[src/rtl/prog_fetch_pkg.sv]
// Shared constants for the instruction fetch block: FSM encoding and
// program memory geometry.
package prog_fetch_pkg;

  localparam int PM_DEPTH = 16;
  localparam int ADDR_W   = 4;
  localparam int DATA_W   = 8;

  typedef enum logic [1:0] {
    ST_IDLE = 2'd0,
    ST_LOAD = 2'd1,
    ST_RUN  = 2'd2
  } state_t;

endpackage

[src/rtl/prog_fetch_if.sv]
// Bus between the control unit / program loader (master) and the fetch
// block (slave).
interface prog_fetch_if;
  import prog_fetch_pkg::*;

  logic [ADDR_W-1:0] pc_fetch;
  logic              stall_fetch;
  logic              load_en;
  logic              load_valid;
  logic [DATA_W-1:0] load_data;
  logic              load_ready;
  logic              load_done;
  logic              mm_wr;
  logic [ADDR_W-1:0] mm_addr;
  logic [DATA_W-1:0] mm_wdata;
  logic [DATA_W-1:0] instr_fetch;
  logic              instr_valid;
  logic [1:0]        state_fetch;

  modport master (
    output pc_fetch, stall_fetch, load_en, load_valid, load_data,
           mm_wr, mm_addr, mm_wdata,
    input  load_ready, load_done, instr_fetch, instr_valid, state_fetch
  );

  modport slave (
    input  pc_fetch, stall_fetch, load_en, load_valid, load_data,
           mm_wr, mm_addr, mm_wdata,
    output load_ready, load_done, instr_fetch, instr_valid, state_fetch
  );

endinterface

[src/rtl/prog_fetch_mem.sv]
// 16x8 flop program memory: one write port, asynchronous read with
// write-first bypass so a same-cycle write is visible on the read port.
module prog_mem
  import prog_fetch_pkg::*;
(
  input  logic              clk_mem,
  input  logic              rst_mem_n,
  input  logic              i_we,
  input  logic [ADDR_W-1:0] i_waddr,
  input  logic [DATA_W-1:0] i_wdata,
  input  logic [ADDR_W-1:0] i_raddr,
  output logic [DATA_W-1:0] o_rdata
);

  logic [PM_DEPTH-1:0][DATA_W-1:0] w_words;

  genvar gi;
  generate
    for (gi = 0; gi < PM_DEPTH; gi++) begin : g_word
      logic [DATA_W-1:0] r_word;

      always_ff @(posedge clk_mem or negedge rst_mem_n) begin
        if (!rst_mem_n)
          r_word <= '0;
        else if (i_we && (i_waddr == ADDR_W'(gi)))
          r_word <= i_wdata;
      end

      assign w_words[gi] = r_word;
    end
  endgenerate

  assign o_rdata = (i_we && (i_waddr == i_raddr)) ? i_wdata : w_words[i_raddr];

endmodule

[src/rtl/prog_fetch.sv]
// Instruction fetch: IDLE/LOAD/RUN control, byte-stream program loader and
// the registered instruction presented to the control unit.
module prog_fetch
  import prog_fetch_pkg::*;
(
  input  logic         clk_fetch,
  input  logic         rst_fetch,
  prog_fetch_if.slave  bus
);

  state_t            r_state;
  logic [ADDR_W-1:0] r_ptr;
  logic [DATA_W-1:0] r_instr;
  logic              r_valid;

  logic              w_accept;
  logic              w_last;
  logic              w_mm_we;
  logic              w_we;
  logic [ADDR_W-1:0] w_waddr;
  logic [DATA_W-1:0] w_wdata;
  logic [DATA_W-1:0] w_rdata;

  // Loader and run-time writes never coincide: they are gated by different states.
  assign w_accept = (r_state == ST_LOAD) && bus.load_valid;
  assign w_last   = w_accept && (r_ptr == ADDR_W'(PM_DEPTH - 1));
  assign w_mm_we  = (r_state == ST_RUN) && bus.mm_wr;
  assign w_we     = w_accept || w_mm_we;
  assign w_waddr  = w_accept ? r_ptr : bus.mm_addr;
  assign w_wdata  = w_accept ? bus.load_data : bus.mm_wdata;

  prog_mem u_mem (
    .clk_mem   (clk_fetch),
    .rst_mem_n (rst_fetch),
    .i_we      (w_we),
    .i_waddr   (w_waddr),
    .i_wdata   (w_wdata),
    .i_raddr   (bus.pc_fetch),
    .o_rdata   (w_rdata)
  );

  always_ff @(posedge clk_fetch or negedge rst_fetch) begin
    if (!rst_fetch) begin
      r_state <= ST_IDLE;
      r_ptr   <= '0;
      r_instr <= '0;
      r_valid <= 1'b0;
    end else begin
      case (r_state)
        ST_IDLE: begin
          r_ptr <= '0;
          if (bus.load_en)
            r_state <= ST_LOAD;
          else
            r_state <= ST_RUN;
        end
        ST_LOAD: begin
          if (w_accept)
            r_ptr <= r_ptr + 1'b1;
          if (w_last)
            r_state <= ST_RUN;
        end
        ST_RUN: begin
          if (bus.load_en) begin
            r_state <= ST_LOAD;
            r_ptr   <= '0;
            r_instr <= '0;
            r_valid <= 1'b0;
          end else if (!bus.stall_fetch) begin
            r_instr <= w_rdata;
            r_valid <= 1'b1;
          end
        end
        default: begin
          r_state <= ST_IDLE;
          r_ptr   <= '0;
          r_instr <= '0;
          r_valid <= 1'b0;
        end
      endcase
    end
  end

  assign bus.load_ready  = (r_state == ST_LOAD);
  assign bus.load_done   = w_last;
  assign bus.instr_fetch = r_instr;
  assign bus.instr_valid = r_valid;
  assign bus.state_fetch = r_state;

endmodule

[src/flat_wrapper.sv]
// flat-port wrapper written by rule: the top's interface ports become plain ports
module prog_fetch_flat import prog_fetch_pkg::*;
  (clk_fetch, rst_fetch, bus_pc_fetch, bus_stall_fetch, bus_load_en, bus_load_valid, bus_load_data, bus_mm_wr, bus_mm_addr, bus_mm_wdata, bus_load_ready, bus_load_done, bus_instr_fetch, bus_instr_valid, bus_state_fetch);
  prog_fetch_if bus_i ();
  input  logic clk_fetch;
  input  logic rst_fetch;
  input wire logic [$bits(bus_i.pc_fetch)-1:0] bus_pc_fetch;
  input wire logic [$bits(bus_i.stall_fetch)-1:0] bus_stall_fetch;
  input wire logic [$bits(bus_i.load_en)-1:0] bus_load_en;
  input wire logic [$bits(bus_i.load_valid)-1:0] bus_load_valid;
  input wire logic [$bits(bus_i.load_data)-1:0] bus_load_data;
  input wire logic [$bits(bus_i.mm_wr)-1:0] bus_mm_wr;
  input wire logic [$bits(bus_i.mm_addr)-1:0] bus_mm_addr;
  input wire logic [$bits(bus_i.mm_wdata)-1:0] bus_mm_wdata;
  output wire logic [$bits(bus_i.load_ready)-1:0] bus_load_ready;
  output wire logic [$bits(bus_i.load_done)-1:0] bus_load_done;
  output wire logic [$bits(bus_i.instr_fetch)-1:0] bus_instr_fetch;
  output wire logic [$bits(bus_i.instr_valid)-1:0] bus_instr_valid;
  output wire logic [$bits(bus_i.state_fetch)-1:0] bus_state_fetch;
  assign bus_i.pc_fetch = bus_pc_fetch;
  assign bus_i.stall_fetch = bus_stall_fetch;
  assign bus_i.load_en = bus_load_en;
  assign bus_i.load_valid = bus_load_valid;
  assign bus_i.load_data = bus_load_data;
  assign bus_i.mm_wr = bus_mm_wr;
  assign bus_i.mm_addr = bus_mm_addr;
  assign bus_i.mm_wdata = bus_mm_wdata;
  assign bus_load_ready = bus_i.load_ready;
  assign bus_load_done = bus_i.load_done;
  assign bus_instr_fetch = bus_i.instr_fetch;
  assign bus_instr_valid = bus_i.instr_valid;
  assign bus_state_fetch = bus_i.state_fetch;
  prog_fetch u_core (.clk_fetch(clk_fetch), .rst_fetch(rst_fetch), .bus(bus_i));
endmodule
[config.mk]
export PLATFORM = sky130hd
export DESIGN_NAME = prog_fetch_flat
export DESIGN_NICKNAME = d
export VERILOG_FILES = /design/src/rtl/prog_fetch_pkg.sv /design/src/rtl/prog_fetch_if.sv /design/src/rtl/prog_fetch_mem.sv /design/src/rtl/prog_fetch.sv /design/src/flat_wrapper.sv
export SDC_FILE = /design/constraint.sdc
export NUM_CORES = 1
export LEC_CHECK = 0
export ABC_AREA = 1
export CAP_MARGIN = 20
export CORE_ASPECT_RATIO = 0.75
export CORE_MARGIN = 10
export CORE_UTILIZATION = 30
export DETAILED_ROUTE_END_ITERATION = 8
export HOLD_SLACK_MARGIN = 0.06
export MAX_ROUTING_LAYER = met4
export PLACE_DENSITY_LB_ADDON = 0.15
export SKIP_LAST_GASP = 1
export SYNTH_ARGS = -nofsm -noshare
export SYNTH_HDL_FRONTEND = slang
export SYNTH_SLANG_ARGS = --single-unit
[constraint.sdc]
create_clock -name clk_fetch -period 4.65 [get_ports clk_fetch]
set_input_delay 0.93 -clock clk_fetch [delete_from_list [all_inputs] [get_ports clk_fetch]]
set_output_delay 0.93 -clock clk_fetch [all_outputs]
set_load 0.01 [all_outputs]
Word level (Yosys, flattened, before mapping)
Cells that the tools add are included.
{"block": "totals", "wordCells": 91, "in_bits": 30, "register_bits": 143, "out_inout_bits": 13}
{"block": "op_classes", "n_lt_le_gt_ge": 1, "addsub": 1, "reduce_logical": 27, "eq_ne": 23, "bitwise": 1, "mux": 18}
{"cell": "8-bit two-way mux", "count": 5}
{"cell": "4-bit equality test (second input constant)", "count": 9}
{"cell": "8-bit binary-select mux with 4-bit select", "count": 1}
{"cell": "1-bit logical AND", "count": 20}
{"cell": "4-bit by 3-bit equality test with 1-bit output (second input constant)", "count": 4}
{"cell": "8-bit case mux with 2 select lines", "count": 1}
{"cell": "4-bit two-way mux", "count": 3}
{"cell": "4-bit by 2-bit equality test with 1-bit output (second input constant)", "count": 2}
{"cell": "4-bit case mux with 2 select lines", "count": 1}
{"cell": "2-bit two-way mux", "count": 3}
{"cell": "2-bit case mux with 3 select lines", "count": 1}
{"cell": "2-bit AND reduction", "count": 3}
{"cell": "4-bit by 5-bit less-than comparator with 1-bit output (second input constant)", "count": 1}
{"cell": "4-bit by 1-bit adder with 4-bit output (second input constant)", "count": 1}
{"cell": "4-bit by 1-bit equality test with 1-bit output (second input constant)", "count": 1}
{"cell": "4-bit equality test", "count": 1}
{"cell": "4-bit zero test", "count": 1}
{"cell": "2-bit by 1-bit inequality test with 1-bit output (second input constant)", "count": 2}
{"cell": "3-bit inequality test (second input constant)", "count": 1}
{"cell": "2-bit by 1-bit equality test with 1-bit output (second input constant)", "count": 1}
{"cell": "2-bit equality test (second input constant)", "count": 1}
{"cell": "2-bit zero test", "count": 1}
{"cell": "1-bit two-way mux", "count": 2}
{"cell": "2-bit inequality test (second input constant)", "count": 1}
{"cell": "4 further kinds", "count": 4}

Depth between registers and ports, before layout
{"block": "logic_depth", "depth_word": 9, "depth_mapped": 11, "ltp_nobuf": 11}

By module
A second synthesis with hierarchy kept.
{"block": "hier_totals", "cells_unflattened": 992, "hier_area_um2": 7297.0}
{"mod": "prog_mem", "seq_area_each_um2": 3203.1, "area_per_inst_um2": 6461.2, "instances": 1, "cells_per_inst": 873}
{"mod": "prog_fetch", "seq_area_each_um2": 375.4, "area_per_inst_um2": 835.8, "instances": 1, "cells_per_inst": 119}

Worst setup path before layout
Ideal clock, no wire load.
{"block": "synth_timing", "path_type": "input to register", "from": "in bus_pc_fetch[3]", "to": "reg u_core.r_instr[0] (netlist: u_core.bus.instr_fetch[0])", "path_stages": 9, "arrival_time_ps": 2207, "path_buffers": 1, "path_slack_ps": 2378, "setup_time_ps": 65, "required_time_ps": 4585, "path_cell_list": "clkbuf_1 clkinv_1 nand3_1 nand2_1 nor2_2 nand3_4 nand2_1 nand3_1 nand2_1"}
{"block": "synth_via", "elab_chain_cells": 6, "word_cells_on_any_way": 8, "cone_classes": "eq/ne (1); mux (6); reduce/logical (1)"}
{"element": "start, declared", "line_no": "flat_wrapper.sv:7", "text": "input wire logic [$bits(bus_i.pc_fetch)-1:0] bus_pc_fetch;"}
{"element": "8-bit binary-select mux with 4-bit select or 4-bit equality test (tied branches)", "line_no": "prog_fetch_mem.sv:33", "text": "assign o_rdata = (i_we && (i_waddr == i_raddr)) ? i_wdata : w_words[i_raddr];"}
{"element": "8-bit two-way mux (not written as such) or 1-bit logical AND (tied branches)", "line_no": "prog_fetch_mem.sv:33"}
{"element": "8-bit two-way mux (*)", "line_no": "prog_fetch_mem.sv:33"}
{"element": "8-bit two-way mux (*)", "line_no": "prog_fetch.sv:69", "text": "end else if (!bus.stall_fetch) begin"}
{"element": "8-bit two-way mux (*)", "line_no": "prog_fetch.sv:64", "text": "if (bus.load_en) begin"}
{"element": "8-bit case mux with 2 select lines (*)", "line_no": "prog_fetch.sv:49", "text": "case (r_state)"}
{"element": "end signal, assigned", "line_no": "prog_fetch.sv:70", "text": "r_instr <= w_rdata;"}
{"element": "end, declared", "line_no": "prog_fetch.sv:13", "text": "logic [DATA_W-1:0] r_instr;"}
Every way passes the cells marked *; elsewhere a longest branch is shown, timed or not. The select of a mux whose other input is x is not followed.
A chain may end at the register's enable or synchronous reset.

Worst setup path in the final report
{"block": "layout_timing", "from": "in bus_load_valid", "to": "out bus_load_done"}
{"block": "layout_via", "elab_chain_cells": 2}
{"element": "start, declared", "line_no": "flat_wrapper.sv:10", "text": "input wire logic [$bits(bus_i.load_valid)-1:0] bus_load_valid;"}
{"element": "1-bit logical AND", "line_no": "prog_fetch.sv:25", "text": "assign w_accept = (r_state == ST_LOAD) && bus.load_valid;"}
{"element": "1-bit logical AND", "line_no": "prog_fetch.sv:26", "text": "assign w_last = w_accept && (r_ptr == ADDR_W'(PM_DEPTH - 1));"}
{"element": "end, declared", "line_no": "flat_wrapper.sv:16", "text": "output wire logic [$bits(bus_i.load_done)-1:0] bus_load_done;"}
Every way passes these cells.

==> flow_summary.json <==
{
  "status": "finished, final reports clean",
  "power.switching_mw": 1.83,
  "synthTopCellsByArea": "dfrtp_1 50%, nand2_1 12%, nand3_1 6.6%",
  "grt_pass1_wl_um": 34900,
  "place_ws_ns": 1.24,
  "final_hold_viol_count": 0,
  "rsz0062_at_grt": "false",
  "fin_cells": 1209,
  "postRouteAntennaNets": 0,
  "multiInputGateArea_mm2": 0.00312,
  "synth.distinct_cells": 28,
  "synthCells": 872,
  "chipHeight_um": 154,
  "areaGrowthSynthToFinish_pct": 17.3,
  "syn_area_mm2": 0.00719,
  "htree_levels": 4,
  "ys.flop_type": "dfrtp_1",
  "grt.busiest_layer": "met1",
  "syn_nets": 903,
  "met1_usage_pct": 23.1,
  "reg2reg_slack_ns": 2.27,
  "place.gp.congestion": 0.825,
  "ys_warn_count": 0,
  "ioPinCount": 43,
  "required_ns": 3.72,
  "timing.fmax_mhz": 294,
  "path_cells": "clkdlybuf4s50_1 -> nand3_2 -> nor2_1 -> clkdlybuf4s50_1",
  "overflow": 0,
  "startpoint_type": "input pin",
  "rr_worst_depth": 10,
  "r2r_start": "u_core.bus.state_fetch[1]$_DFFE_PN0P_",
  "critPathMaxStageDelay_ns": 0.65,
  "start_util_pct": 30.8,
  "cts_buffers": 17,
  "crit_path_start": "bus_load_valid",
  "cts_resized": 0,
  "timing.final.crit_share_pct": 73.1,
  "cts_tree": "built",
  "wl_per_cell_um": 18.4,
  "max_slew_margin_pct": 33.0,
  "async_flop_share_pct": 100,
  "cap_violations": 0,
  "synth_enable_flop_cells": 0,
  "antenna_found_initial": 0,
  "crit_family": "buffers and inverters",
  "slowest_stage": "clkdlybuf4s50_1",
  "hold-worst-slack_ns": 0.474,
  "worst-path-buf-inv": 2,
  "finalWirelength_um": 22200,
  "drt-initial-drc-count": 509,
  "postCtsSetupBuffers": 0,
  "placed_cells": 1178,
  "finalSetupViolCount": 0,
  "port_buffers": 42,
  "nets": 928,
  "critPathMaxFanout": 7,
  "grt.total_usage_pct": 15.3,
  "critPathKind": "input pin to output port",
  "power_frac_clock_pct": 28.5,
  "dr.pass1.iters": 5,
  "yosys.area.top_type": "dfrtp_1",
  "ys_seq_area_share_pct": 49.8,
  "via_count": 5959,
  "end_kind": "output port",
  "nFillCells": 2482,
  "p_comb_share_pct": 30.5,
  "p_leak_nw": 3.79,
  "clkSinkCount": 143,
  "crit_path_end": "bus_load_done",
  "synth.top_cell.area_share_pct": 49.8,
  "register_area_mm2": 0.00358,
  "cts_max_path_buffers": 2,
  "hpwl_um": 14200,
  "arrival_ns": 2.47,
  "clkTransAtPathRegs_ns": 0.07,
  "internal-power_mw": 3.21,
  "vias_per_cell": 4.93,
  "cp.depth": 4,
  "coreArea_mm2": 0.0233,
  "p_per_area_mw_per_mm2": 597,
  "route.detailed.drc": 0,
  "grt_util_met2_pct": 20.4,
  "cts-root-buf": "clkbuf_16",
  "n_antenna_cell": 0,
  "seq_power_share_pct": 41.0,
  "placed_cell_area_mm2": 0.00783,
  "crit_top_cell": "clkdlybuf4s50_1",
  "fin_crit_ns": 3.40,
  "die_area_mm2": 0.0306,
  "clk_latency_ns": 0.43,
  "final_cell_area_mm2": 0.00843,
  "grt_max_degree": 67,
  "min_path_type": "input pin to async pin",
  "tightest_slew_ns": 1.01,
  "cts_hold_buf": 0,
  "skew_ns": 0.0116,
  "r2r_end": "u_core.u_mem.g_word[4].r_word[6]$_DFFE_PN0P_",
  "drive_gt1_share_pct": 15.7,
  "syn_area_per_cell_um2": 8.24,
  "yosys-top-cells-count": "234 x nand2_1, 143 x dfrtp_1, 95 x nand3_1",
  "ir_worst_vdd_uv": 270,
  "first_global_vias": 5640,
  "tns_ns": 0,
  "ys_seq_elements": 143,
  "p_sw_share_pct": 36.2,
  "synth.most_common_cell": "nand2_1",
  "die_w_um": 199,
  "slew_violations": 0,
  "layout_setup_ws_ns": 1.25,
  "globalRouteMet3Util_pct": 2.84,
  "rows": 48
}
[power groups by stage]
stage	logic, mW	registers, mW	clock network, mW
floorplan	1.09	2.03	0
global placement	1.53	2.08	0
detailed placement	1.55	2.07	0
CTS	1.55	2.06	1.46
global route	1.75	2.13	1.51
finish	1.54	2.06	1.44
[worst min path at each step]
| stage | startpoint | to | slack [ns] |
|---|---|---|---|
| detailed placement | u_core.bus.instr_fetch[2]$_DFFE_PN0P_ | u_core.bus.instr_fetch[2]$_DFFE_PN0P_ | 0.47 |
| finish | rst_fetch | u_core.r_ptr[3]$_DFFE_PN0P_ | 0.47 |
| global route | u_core.bus.instr_fetch[7]$_DFFE_PN0P_ | u_core.bus.instr_fetch[7]$_DFFE_PN0P_ | 0.50 |
| CTS | u_core.bus.instr_fetch[2]$_DFFE_PN0P_ | u_core.bus.instr_fetch[2]$_DFFE_PN0P_ | 0.48 |
| floorplan | u_core.u_mem.g_word[0].r_word[0]$_DFFE_PN0P_ | u_core.u_mem.g_word[0].r_word[0]$_DFFE_PN0P_ | 0.45 |
| global placement | u_core.u_mem.g_word[11].r_word[7]$_DFFE_PN0P_ | u_core.u_mem.g_word[11].r_word[7]$_DFFE_PN0P_ | 0.47 |
[kinds of logic (layout without fill, tap and decap cells)]
| group | count (synthesis) | after routing | synth area share, % |
|---|---|---|---|
| fa+ha+maj | 1 | 1 | 0.174 |
| flops | 143 | 143 | 49.8 |
| simple gates | 404 | 404 | 26.0 |
| buf+inv | 113 | 150 | 7.10 |
| compound gates | 211 | 211 | 16.9 |
[sequential cells by signal, summed over array words and instances, names as in the netlist]
register / cells
u_core.bus.instr_fetch: 8
u_core.bus.instr_valid: 1
u_core.u_mem.g_word.r_word: 128
u_core.r_ptr: 4
u_core.bus.state_fetch: 2
[metal layers]
metal  vias up  wire [um]
met3        13       1080
met2       124       9000
met1      2890      12000
li1       2932          -
met4         0        183
met5         -          0
[placed cells by master (no fill, tap or decap), types with 9 or more instances in the layout]
cell	netlist	layout
nor2_4	10	10
inv_2	9	9
nand4_1	12	12
nand3_1	95	95
inv_1	51	51
nand2_1	234	234
dfrtp_1	143	143
o21ai_2	42	47
o21ai_0	82	80
clkbuf_16	0	17
o21ai_1	34	31
nand2_2	14	14
a21oi_1	51	51
nor2_1	22	22
buf_4	2	13
clkdlybuf4s50_1	0	40
[through the flow]
stage                     power, mW  utilization, %
after CTS                      5.07            36.2
after global placement         3.60            33.6
after floorplan                3.12               -
after detailed placement       3.62            33.6
final                          5.04            36.2
after global routing           5.40            36.2
[cell type report]
class,instances,share of cell area [%]
timing repair buffer,55,6.10
clock inverter,14,2.14
inverter,64,2.85
sequential,143,42.4
tap,300,4.45
multi-input combinational,616,37.0
clock buffer,17,5.05
No activity file was read; power rests on OpenSTA's default activity.
